`src/rtl/alu_op_sequencer.sv`:
```
// alu_op_sequencer
// Command-side front end for the ALU datapath. Commands (opcode, a, b) are
// buffered in a small FIFO. They are issued one at a time to the datapath.
// After a fixed ALU latency the selected result is captured and returned
// over a response handshake.
//
// Ports
//   clk, rst                   clock, asynchronous active-low reset
//   cmd_valid/cmd_ready        command handshake; cmd_ready = !fifo_full
//   cmd_opcode, cmd_a, cmd_b   command payload
//   alu_opcode, alu_a, alu_b   registered operands/opcode to the datapath
//   alu_result                 selected datapath result, valid ALU_LATENCY
//                              edges after issue
//   rsp_valid/rsp_ready        response handshake
//   rsp_data, rsp_opcode       captured result and the opcode that made it
//   busy                       state machine not IDLE
//   count                      FIFO occupancy
//   dbg_state                  raw state encoding (0 idle, 1 wait, 2 hold)
//
// Handshake semantics, both interfaces: a transfer happens on a rising edge
// where valid and ready are both high. A producer holds valid and payload
// stable until the transfer. cmd_ready depends only on the FIFO occupancy.
// rsp_valid does not depend combinationally on rsp_ready.
module alu_op_sequencer #(
  parameter int INPUT_WIDTH  = 8,
  parameter int OPCODE_WIDTH = 2,
  parameter int DEPTH        = 4,
  parameter int ALU_LATENCY  = 1
) (
  input  logic                       clk,
  input  logic                       rst,
  input  logic                       cmd_valid,
  output logic                       cmd_ready,
  input  logic [OPCODE_WIDTH-1:0]    cmd_opcode,
  input  logic [INPUT_WIDTH-1:0]     cmd_a,
  input  logic [INPUT_WIDTH-1:0]     cmd_b,
  output logic [OPCODE_WIDTH-1:0]    alu_opcode,
  output logic [INPUT_WIDTH-1:0]     alu_a,
  output logic [INPUT_WIDTH-1:0]     alu_b,
  input  logic [INPUT_WIDTH-1:0]     alu_result,
  output logic                       rsp_valid,
  input  logic                       rsp_ready,
  output logic [INPUT_WIDTH-1:0]     rsp_data,
  output logic [OPCODE_WIDTH-1:0]    rsp_opcode,
  output logic                       busy,
  output logic [$clog2(DEPTH):0]     count,
  output logic [1:0]                 dbg_state
);

  localparam int PTR_W = $clog2(DEPTH);
  localparam int CNT_W = PTR_W + 1;
  localparam int WC_W  = $clog2(ALU_LATENCY + 1);

  typedef enum logic [1:0] {
    S_IDLE = 2'd0,
    S_WAIT = 2'd1,
    S_HOLD = 2'd2
  } state_t;

  typedef struct packed {
    logic [OPCODE_WIDTH-1:0] op;
    logic [INPUT_WIDTH-1:0]  a;
    logic [INPUT_WIDTH-1:0]  b;
  } entry_t;

  state_t                  state_q, state_d;
  entry_t                  mem_q [DEPTH];
  entry_t                  mem_d [DEPTH];
  logic [PTR_W-1:0]        wr_ptr_q, wr_ptr_d;
  logic [PTR_W-1:0]        rd_ptr_q, rd_ptr_d;
  logic [CNT_W-1:0]        count_q, count_d;
  logic [WC_W-1:0]         wait_cnt_q, wait_cnt_d;
  logic [OPCODE_WIDTH-1:0] alu_opcode_q, alu_opcode_d;
  logic [INPUT_WIDTH-1:0]  alu_a_q, alu_a_d;
  logic [INPUT_WIDTH-1:0]  alu_b_q, alu_b_d;
  logic                    rsp_valid_q, rsp_valid_d;
  logic [INPUT_WIDTH-1:0]  rsp_data_q, rsp_data_d;
  logic [OPCODE_WIDTH-1:0] rsp_opcode_q, rsp_opcode_d;
  logic                    full;
  logic                    push;
  logic                    pop;

  always_comb begin
    state_d      = state_q;
    mem_d        = mem_q;
    wr_ptr_d     = wr_ptr_q;
    rd_ptr_d     = rd_ptr_q;
    count_d      = count_q;
    wait_cnt_d   = wait_cnt_q;
    alu_opcode_d = alu_opcode_q;
    alu_a_d      = alu_a_q;
    alu_b_d      = alu_b_q;
    rsp_valid_d  = rsp_valid_q;
    rsp_data_d   = rsp_data_q;
    rsp_opcode_d = rsp_opcode_q;
    pop          = 1'b0;

    full = (count_q == CNT_W'(DEPTH));
    push = cmd_valid && !full;

    case (state_q)
      S_IDLE: begin
        if (count_q != '0) begin
          pop          = 1'b1;
          alu_opcode_d = mem_q[rd_ptr_q].op;
          alu_a_d      = mem_q[rd_ptr_q].a;
          alu_b_d      = mem_q[rd_ptr_q].b;
          wait_cnt_d   = WC_W'(ALU_LATENCY);
          state_d      = S_WAIT;
        end
      end
      S_WAIT: begin
        wait_cnt_d = wait_cnt_q - WC_W'(1);
        if (wait_cnt_q == WC_W'(1)) begin
          // alu_opcode still holds the issued opcode, so it tags the result.
          rsp_data_d   = alu_result;
          rsp_opcode_d = alu_opcode_q;
          rsp_valid_d  = 1'b1;
          state_d      = S_HOLD;
        end
      end
      S_HOLD: begin
        if (rsp_ready) begin
          rsp_valid_d = 1'b0;
          state_d     = S_IDLE;
        end
      end
      default: state_d = S_IDLE;
    endcase

    // Pointers are PTR_W bits wide, so they wrap modulo DEPTH for free.
    if (push) begin
      mem_d[wr_ptr_q] = '{op: cmd_opcode, a: cmd_a, b: cmd_b};
      wr_ptr_d        = wr_ptr_q + PTR_W'(1);
    end
    if (pop) begin
      rd_ptr_d = rd_ptr_q + PTR_W'(1);
    end
    case ({push, pop})
      2'b10:   count_d = count_q + CNT_W'(1);
      2'b01:   count_d = count_q - CNT_W'(1);
      default: count_d = count_q;
    endcase
  end

  always_ff @(posedge clk or negedge rst) begin
    if (!rst) begin
      state_q      <= S_IDLE;
      for (int i = 0; i < DEPTH; i++) mem_q[i] <= '0;
      wr_ptr_q     <= '0;
      rd_ptr_q     <= '0;
      count_q      <= '0;
      wait_cnt_q   <= '0;
      alu_opcode_q <= '0;
      alu_a_q      <= '0;
      alu_b_q      <= '0;
      rsp_valid_q  <= 1'b0;
      rsp_data_q   <= '0;
      rsp_opcode_q <= '0;
    end else begin
      state_q      <= state_d;
      mem_q        <= mem_d;
      wr_ptr_q     <= wr_ptr_d;
      rd_ptr_q     <= rd_ptr_d;
      count_q      <= count_d;
      wait_cnt_q   <= wait_cnt_d;
      alu_opcode_q <= alu_opcode_d;
      alu_a_q      <= alu_a_d;
      alu_b_q      <= alu_b_d;
      rsp_valid_q  <= rsp_valid_d;
      rsp_data_q   <= rsp_data_d;
      rsp_opcode_q <= rsp_opcode_d;
    end
  end

  assign cmd_ready  = !full;
  assign alu_opcode = alu_opcode_q;
  assign alu_a      = alu_a_q;
  assign alu_b      = alu_b_q;
  assign rsp_valid  = rsp_valid_q;
  assign rsp_data   = rsp_data_q;
  assign rsp_opcode = rsp_opcode_q;
  assign busy       = (state_q != S_IDLE);
  assign count      = count_q;
  assign dbg_state  = state_q;

endmodule

```
`config.mk`:
```
export PLATFORM = sky130hd
export DESIGN_NAME = alu_op_sequencer
export DESIGN_NICKNAME = d
export VERILOG_FILES = /design/src/rtl/alu_op_sequencer.sv
export SDC_FILE = /design/constraint.sdc
export NUM_CORES = 1
export LEC_CHECK = 0
export ABC_AREA = 1
export ABC_CLOCK_PERIOD_IN_PS = 1800
export CORE_MARGIN = 2
export CORE_UTILIZATION = 51
export DETAILED_ROUTE_END_ITERATION = 16
export GPL_ROUTABILITY_DRIVEN = 0
export PLACE_DENSITY_LB_ADDON = 0.05
export SLEW_MARGIN = 0
export SYNTH_ARGS = -nofsm -noshare
export SYNTH_HDL_FRONTEND = slang
export SYNTH_SLANG_ARGS = --single-unit
```
`constraint.sdc`:
```
create_clock -name clk -period 1.8 [get_ports clk]
set_input_delay 0.27 -clock clk [delete_from_list [all_inputs] [get_ports clk]]
set_output_delay 0.27 -clock clk [all_outputs]
set_load 0.02 [all_outputs]
```
==> reports/metrics.cfg, run 1 <==
[sta]
clock_skew_ns=0.00603
hold-worst-slack_ns=0.225
tns_ns=0
max_freq_mhz=583
finalSetupViolCount=0
min_period_over_period_pct=95.4
finalHoldViolCount=0
slew_headroom_pct=57.0
post-route-min-period_ns=1.72
rsz0062_at_grt=yes
tightest_slew_ns=0.644
slew_violations=0

[global_routing]
grt_overflow=0
grt_pass1_vias=4466
antenna_found_initial=0
grt_pass1_wl_mm=23.0
grtUsageTotal_pct=25.5
grt_max_degree=78

[clock_network]
cts_tree=done
cts-htree-levels=3
root_buffer=clkbuf_8
clkTransAtPathRegs_ns=0.10
cts_buffers=9
clockBufferDepth=2
clk_latency_ns=0.37
cts_sinks=111

[worst_hold_path]
whs_endpoint=mem_q[9]$_DFFE_PN0P_
hold_depth=3
min_from=cmd_valid
min_path_type=in -> reg

[yosys]
synth_fp_nets=743
yosysTopAreaCell=dfrtp_1
ys_seq_area_share_pct=50.4
ys_top_cells_by_area=dfrtp_1 (50%), nand2_1 (21%), nand4_1 (8.2%), inv_1 (6.1%), nand3_1 (3.6%)
ys_async_sr_fraction_pct=100
syn_avg_cell_area_um2=7.79
ys_seq_elements=111
synth_common_cells=nand2_1 (313), dfrtp_1 (111), inv_1 (90), nand4_1 (72), nand3_1 (40)
syn_area_um2=5510
yosysMostFrequentCell=nand2_1
synthCells=707
yosys.cell_types.count=25
yosys.area.top_type_share_pct=50.4
yosys_most_used_dff=dfrtp_1
synth-edff-count=0
yosysWarningCount=0

[critical_path]
reg2reg_slack_ns=0.09
critPathBufInv=1
path_cells=clkdlybuf4s50_1
path_class=reg -> out
worst_r2r_startpoint=count[0]$_DFFE_PN0P_
slowest_stage=clkdlybuf4s50_1
worst-path-max-fanout=4
worst_r2r_endpoint=count[2]$_DFFE_PN0P_
worstSetupStartpointType=flip-flop
cp_data_arrival_time_ns=1.45
critPathMaxStageDelay_ns=0.64
end_kind=primary output
cp_top_family=buffers and inverters
reg2reg_depth=9
worstPathRequired_ns=1.53

[floorplanning]
pin_count=66
core-area_um2=10400
die_area_um2=11700
initial_utilization_pct=52.9
dieWidth_um=108
num_rows=37
chipHeight_um=108

[layout]
layout.nets=804
nFillCells=954
multi_input_area_um2=2120
layoutNonFillerInstCount=909
area_growth_pct=18.6
drive_gt1_share_pct=7.89
postLayoutCoreUtil_pct=62.8
antenna_cells=0
seqCellArea_um2=2780

[placement]
hpwl_mm=8.68
dp_cells=890
port_buffers=65

[job]
drv_cap=0

[routing]
wl_per_cell_um=15.2
drt_iter0_markers=370
drt-total-wl_mm=13.8
dr.pass1.iters=5
vias_per_cell=5.19
ant_nets=0
drc=0
vias=4719

[power]
ir_drop_mv=1.16
p_per_area_nw_per_um2=1850
p_leak_uw=0.00354
power_uw=12100

[status]
outcome=finished clean

## kinds of logic after synthesis
group                      count (synthesis)  share of synthesized area, %
AOI/OAI and AO/OA                         12                          1.14
xor gates and xnor gates                   5                         0.795
and+or+nand+nor                          436                          34.7
DFF                                      111                          50.4
buffers and inverters                    137                          11.4
adders and majority gates                  6                          1.50
## where the power goes
| part | internal [uW] | switching [uW] | total [uW] |
|---|---|---|---|
| clock network | 621 | 821 | 1440 |
| logic | 2410 | 3930 | 6340 |
| registers | 3660 | 643 | 4300 |
| total | 6700 | 5390 | 12100 |
## final cells by class
type	instances	share of cell area [%]
Clock inverter	2	0.211
Tap cell	136	2.60
Clock buffer	14	2.64
Sequential cell	111	42.5
Timing Repair Buffer	94	14.2
Inverter	93	5.38
Multi-Input combinational cell	459	32.5
## flip-flops by register name, summed over array words and instances (netlist names)
register / cells
count: 3
alu_opcode: 2
rsp_opcode: 2
rd_ptr_q: 2
alu_b: 8
rsp_data: 8
wr_ptr_q: 2
mem_q: 72
dbg_state: 2
wait_cnt_q: 1
alu_a: 8
rsp_valid: 1
## metrics by stage
step / cell area [um^2] / setup slack [ns]
floorplan: 5530 / -0.0874
global placement: 6320 / 0.142
detailed placement: 6320 / 0.0914
CTS: 6520 / 0.0498
global route: 6540 / -0.00425
finish: 6540 / 0.0835
## layer usage
layer / track usage [%] / wire [um] / vias up
met3: 4.22 / 979 / 14
met2: 40.0 / 6330 / 155
met1: 36.9 / 6320 / 2220
met5: 0 / 0 / -
li1: - / - / 2330
met4: 6.78 / 159 / 0
## worst max-delay path by stage
| stage | from | endpoint | slack, ns | cells after the start |
|---|---|---|---|---|
| floorplan | count[1]$_DFFE_PN0P_ | count[2]$_DFFE_PN0P_ | -0.09 | 10 |
| global placement | count[1]$_DFFE_PN0P_ | count[2]$_DFFE_PN0P_ | 0.14 | 9 |
| detailed placement | count[1]$_DFFE_PN0P_ | count[2]$_DFFE_PN0P_ | 0.09 | 9 |
| CTS | count[0]$_DFFE_PN0P_ | count[0] | 0.05 | 1 |
| global route | count[0]$_DFFE_PN0P_ | count[2]$_DFFE_PN0P_ | -0.004 | 10 |
| finish | count[0]$_DFFE_PN0P_ | count[0] | 0.08 | 1 |
## layout by cell type (no fill, tap or decap)
cell	instances
buf_12	5
clkinv_4	1
inv_4	1
o31ai_1	1
dlygate4sd2_1	2
nor2_2	1
dfrtp_2	2
nor2_1	1
clkdlybuf4s50_1	60
ha_1	4
nand3_2	4
nand2_4	1
dfrtp_1	109
ha_4	1
fa_2	1
xor2_1	3
or2_2	1
nand3_1	40
nand2_1	312
dlygate4sd3_1	1
inv_1	90
nand2_2	3
buf_2	1
clkinv_1	1
clkbuf_1	2
clkinv_2	1
nor2_4	1
buf_4	24
o21ai_0	11
inv_2	1
dlymetal6s2s_1	1
xnor2_1	2
nand4_1	72
clkbuf_8	12
## what timing repair did
action,CTS,global route
pin swaps,0,1
resized for setup,3,2
setup endpoints to repair,2,2
hold buffers,1,0
hold endpoints to repair,29,0
buffers inserted,0,2
Power figures use the tool's default switching activity.
==> inputs of run 2 (changes only) <==
--- a/config.mk
+++ b/config.mk
@@ -8,8 +8,9 @@
 export ABC_AREA = 1
 export ABC_CLOCK_PERIOD_IN_PS = 1800
 export CORE_MARGIN = 2
-export CORE_UTILIZATION = 51
+export CORE_UTILIZATION = 45
 export DETAILED_ROUTE_END_ITERATION = 16
+export DONT_BUFFER_PORTS = 1
 export GPL_ROUTABILITY_DRIVEN = 0
 export PLACE_DENSITY_LB_ADDON = 0.05
 export SLEW_MARGIN = 0
==> run 2 against run 1 <==
Effect of this change: the run now ends with hold timing left; clock skew barely moved; sequential power increased by 8.4%; clock power is 61% higher; largest cell class unchanged; worst setup slack better by 0.067 ns; utilization decreased by 13 points; clock-buffer cell count decreased by 5; fmax increased by 4.1%; critical path type is now reg -> reg; routed wire length is 0.68% lower.
==> reports/metrics.cfg, run 2 (synthesis gave the netlist of run 1 again) <==
[status]
outcome=complete, but fails checks
violations=hold timing

[layout]
nFillCells=1182
area_growth_pct=8.99
postLayoutCoreUtil_pct=50.2
layoutNonFillerInstCount=853
largest_reg_flops=72
antenna_cells=0
drive_gt1_share_pct=8.22
layout.nets=737
largest_register=mem_q
layout_commonest_cell=nand2_1
design_area_um2=6010
most-common-layout-cells=nand2_1 (313), dfrtp_1 (109), inv_1 (90)

[sta]
finalSetupViolCount=0
max_freq_mhz=606
tns_ns=0
hold-worst-slack_ns=-0.394
clock_skew_ns=0.00589
min_period_over_period_pct=91.6
slew_headroom_pct=74.6
slew_violations=0
post-route-min-period_ns=1.65
finalHoldViolCount=111
tightest_slew_ns=0.381
rsz0062_at_grt=no

[clock_network]
cts_sinks=111
root_buffer=clkbuf_16
clkTransAtPathRegs_ns=0.07
cts_tree=done
cts-htree-levels=3
clockBufferDepth=2
cts_buffers=9
ctsResizeCount=0
clk_latency_ns=0.35

[routing]
vias=4422
wl_met3_um=705
met2WireLength_mm=6.40
wl_per_cell_um=16.1
drc=0
wl_met1_mm=6.41
drt_iter0_markers=324
dr.pass1.iters=5
top_layer_used=met4
vias_per_cell=5.18
ant_nets=0
drt-total-wl_mm=13.7

[critical_path]
cp_data_arrival_time_ns=1.89
cpMostUsedCell=nand2_1
critPathMaxStageDelay_ns=0.42
worst_r2r_endpoint=count[2]$_DFFE_PN0P_
reg2reg_slack_ns=0.15
path_cells=nor2_4 > nand2_1 > nand2_2 > inv_4 > ha_4 > fa_2 > nand2_1 > nand3_1 > xor2_1
slowest_stage=dfrtp_2
worstPathRequired_ns=2.04
reg2reg_depth=9
end_kind=flip-flop
worst_r2r_startpoint=count[1]$_DFFE_PN0P_
worst-path-max-fanout=3
path_class=reg -> reg
worstSetupStartpointType=flip-flop

[global_routing]
grt_max_degree=112
grt_overflow=0
antenna_found_initial=0
grt_pass1_vias=4282
grt_pass1_wl_mm=22.6
grtUsageTotal_pct=22.3

[floorplanning]
pin_count=66
dieWidth_um=115
num_rows=40
chipHeight_um=115
initial_utilization_pct=46.1
core-area_um2=12000
die_area_um2=13100

[job]
drv_cap=0

[power]
power_uw=12100
p_per_area_nw_per_um2=2020
ir_drop_mv=1.11
p_leak_uw=0.00333

[placement]
placed_cell_area_um2=5660
port_buffers=0
dp_cells=837
hpwl_mm=8.09

[worst_hold_path]
min_path_type=in -> async

[run 2: cell types whose count changed in the layout (fill, tap and decap cells not counted), sizes merged]
cell	change
clkbuf	-5
clkinvlp	+2
dlygate4sd2	-2
dlygate4sd3	-1
buf	-3
inv	+1
bufinv	+3
clkinv	-1
dlymetal6s2s	-1
clkdlybuf4s50	-60
[run 2: worst max path at each step]
stage,startpoint,to,slack (ns),cells past startpoint
3_3_place_gp,count[1]$_DFFE_PN0P_,count[2]$_DFFE_PN0P_,0.17,9
4_1_cts,count[1]$_DFFE_PN0P_,count[2]$_DFFE_PN0P_,0.13,9
2_1_floorplan,count[1]$_DFFE_PN0P_,count[2]$_DFFE_PN0P_,-0.09,10
5_1_grt,count[1]$_DFFE_PN0P_,count[2]$_DFFE_PN0P_,0.02,10
6_report,count[1]$_DFFE_PN0P_,count[2]$_DFFE_PN0P_,0.15,9
3_5_place_dp,count[1]$_DFFE_PN0P_,count[2]$_DFFE_PN0P_,0.14,9
[run 2: per-layer routing]
| metal | up-vias | global-route usage, % |
|---|---|---|
| met5 | - | 0 |
| met4 | 0 | 7.64 |
| met3 | 11 | 3.71 |
| met2 | 108 | 35.1 |
| met1 | 2108 | 31.2 |
| li1 | 2195 | - |
[run 2: area by class of cell]
| cell class | count | area [um^2] | area share (%) |
|---|---|---|---|
| flip-flops and latches | 111 | 2780 | 46.3 |
| multi-input cells | 459 | 2120 | 35.3 |
| inverters | 93 | 352 | 5.85 |
| repair buffers | 27 | 228 | 3.79 |
| clock buffers | 9 | 225 | 3.75 |
| well taps | 147 | 184 | 3.06 |
| clock inverters | 7 | 119 | 1.98 |
[run 2: where the power goes]
group / switching [uW] / internal (uW)
Clock: 951 / 1360
Combinational: 3350 / 1810
Sequential: 1000 / 3660
[run 2: critical path, delay by kind of cell (launching register included)]
kind | cells | cell delay, ns
and+or+nand+nor | 5 | 0.43
buffers and inverters | 1 | 0.04
DFF | 1 | 0.42
adders and majority gates | 2 | 0.48
xor gates and xnor gates | 1 | 0.14
[run 2: through the flow]
step	worst slack, ns	hold slack [ns]
final	0.150	-0.394
after global routing	0.0222	-0.409
after CTS	0.133	-0.407
after detailed placement	0.143	-0.0229
after global placement	0.171	-0.0226
after floorplan	-0.0874	-0.0256
[run 2: what timing repair did]
| action | CTS | global route |
|---|---|---|
| setup buffers | 0 | 0 |
| endpoints found under the hold margin | 111 | 111 |
| setup endpoints to repair | 0 | 0 |
==> inputs of run 3 (changes only) <==
--- a/config.mk
+++ b/config.mk
@@ -9,6 +9,7 @@
 export ABC_CLOCK_PERIOD_IN_PS = 1800
 export CORE_MARGIN = 2
 export CORE_UTILIZATION = 45
+export CTS_CLUSTER_DIAMETER = 200
 export DETAILED_ROUTE_END_ITERATION = 16
 export DONT_BUFFER_PORTS = 1
 export GPL_ROUTABILITY_DRIVEN = 0
==> results of run 3 <==
Same layout as run 2: the final DEF is identical, and so are final timing and power.
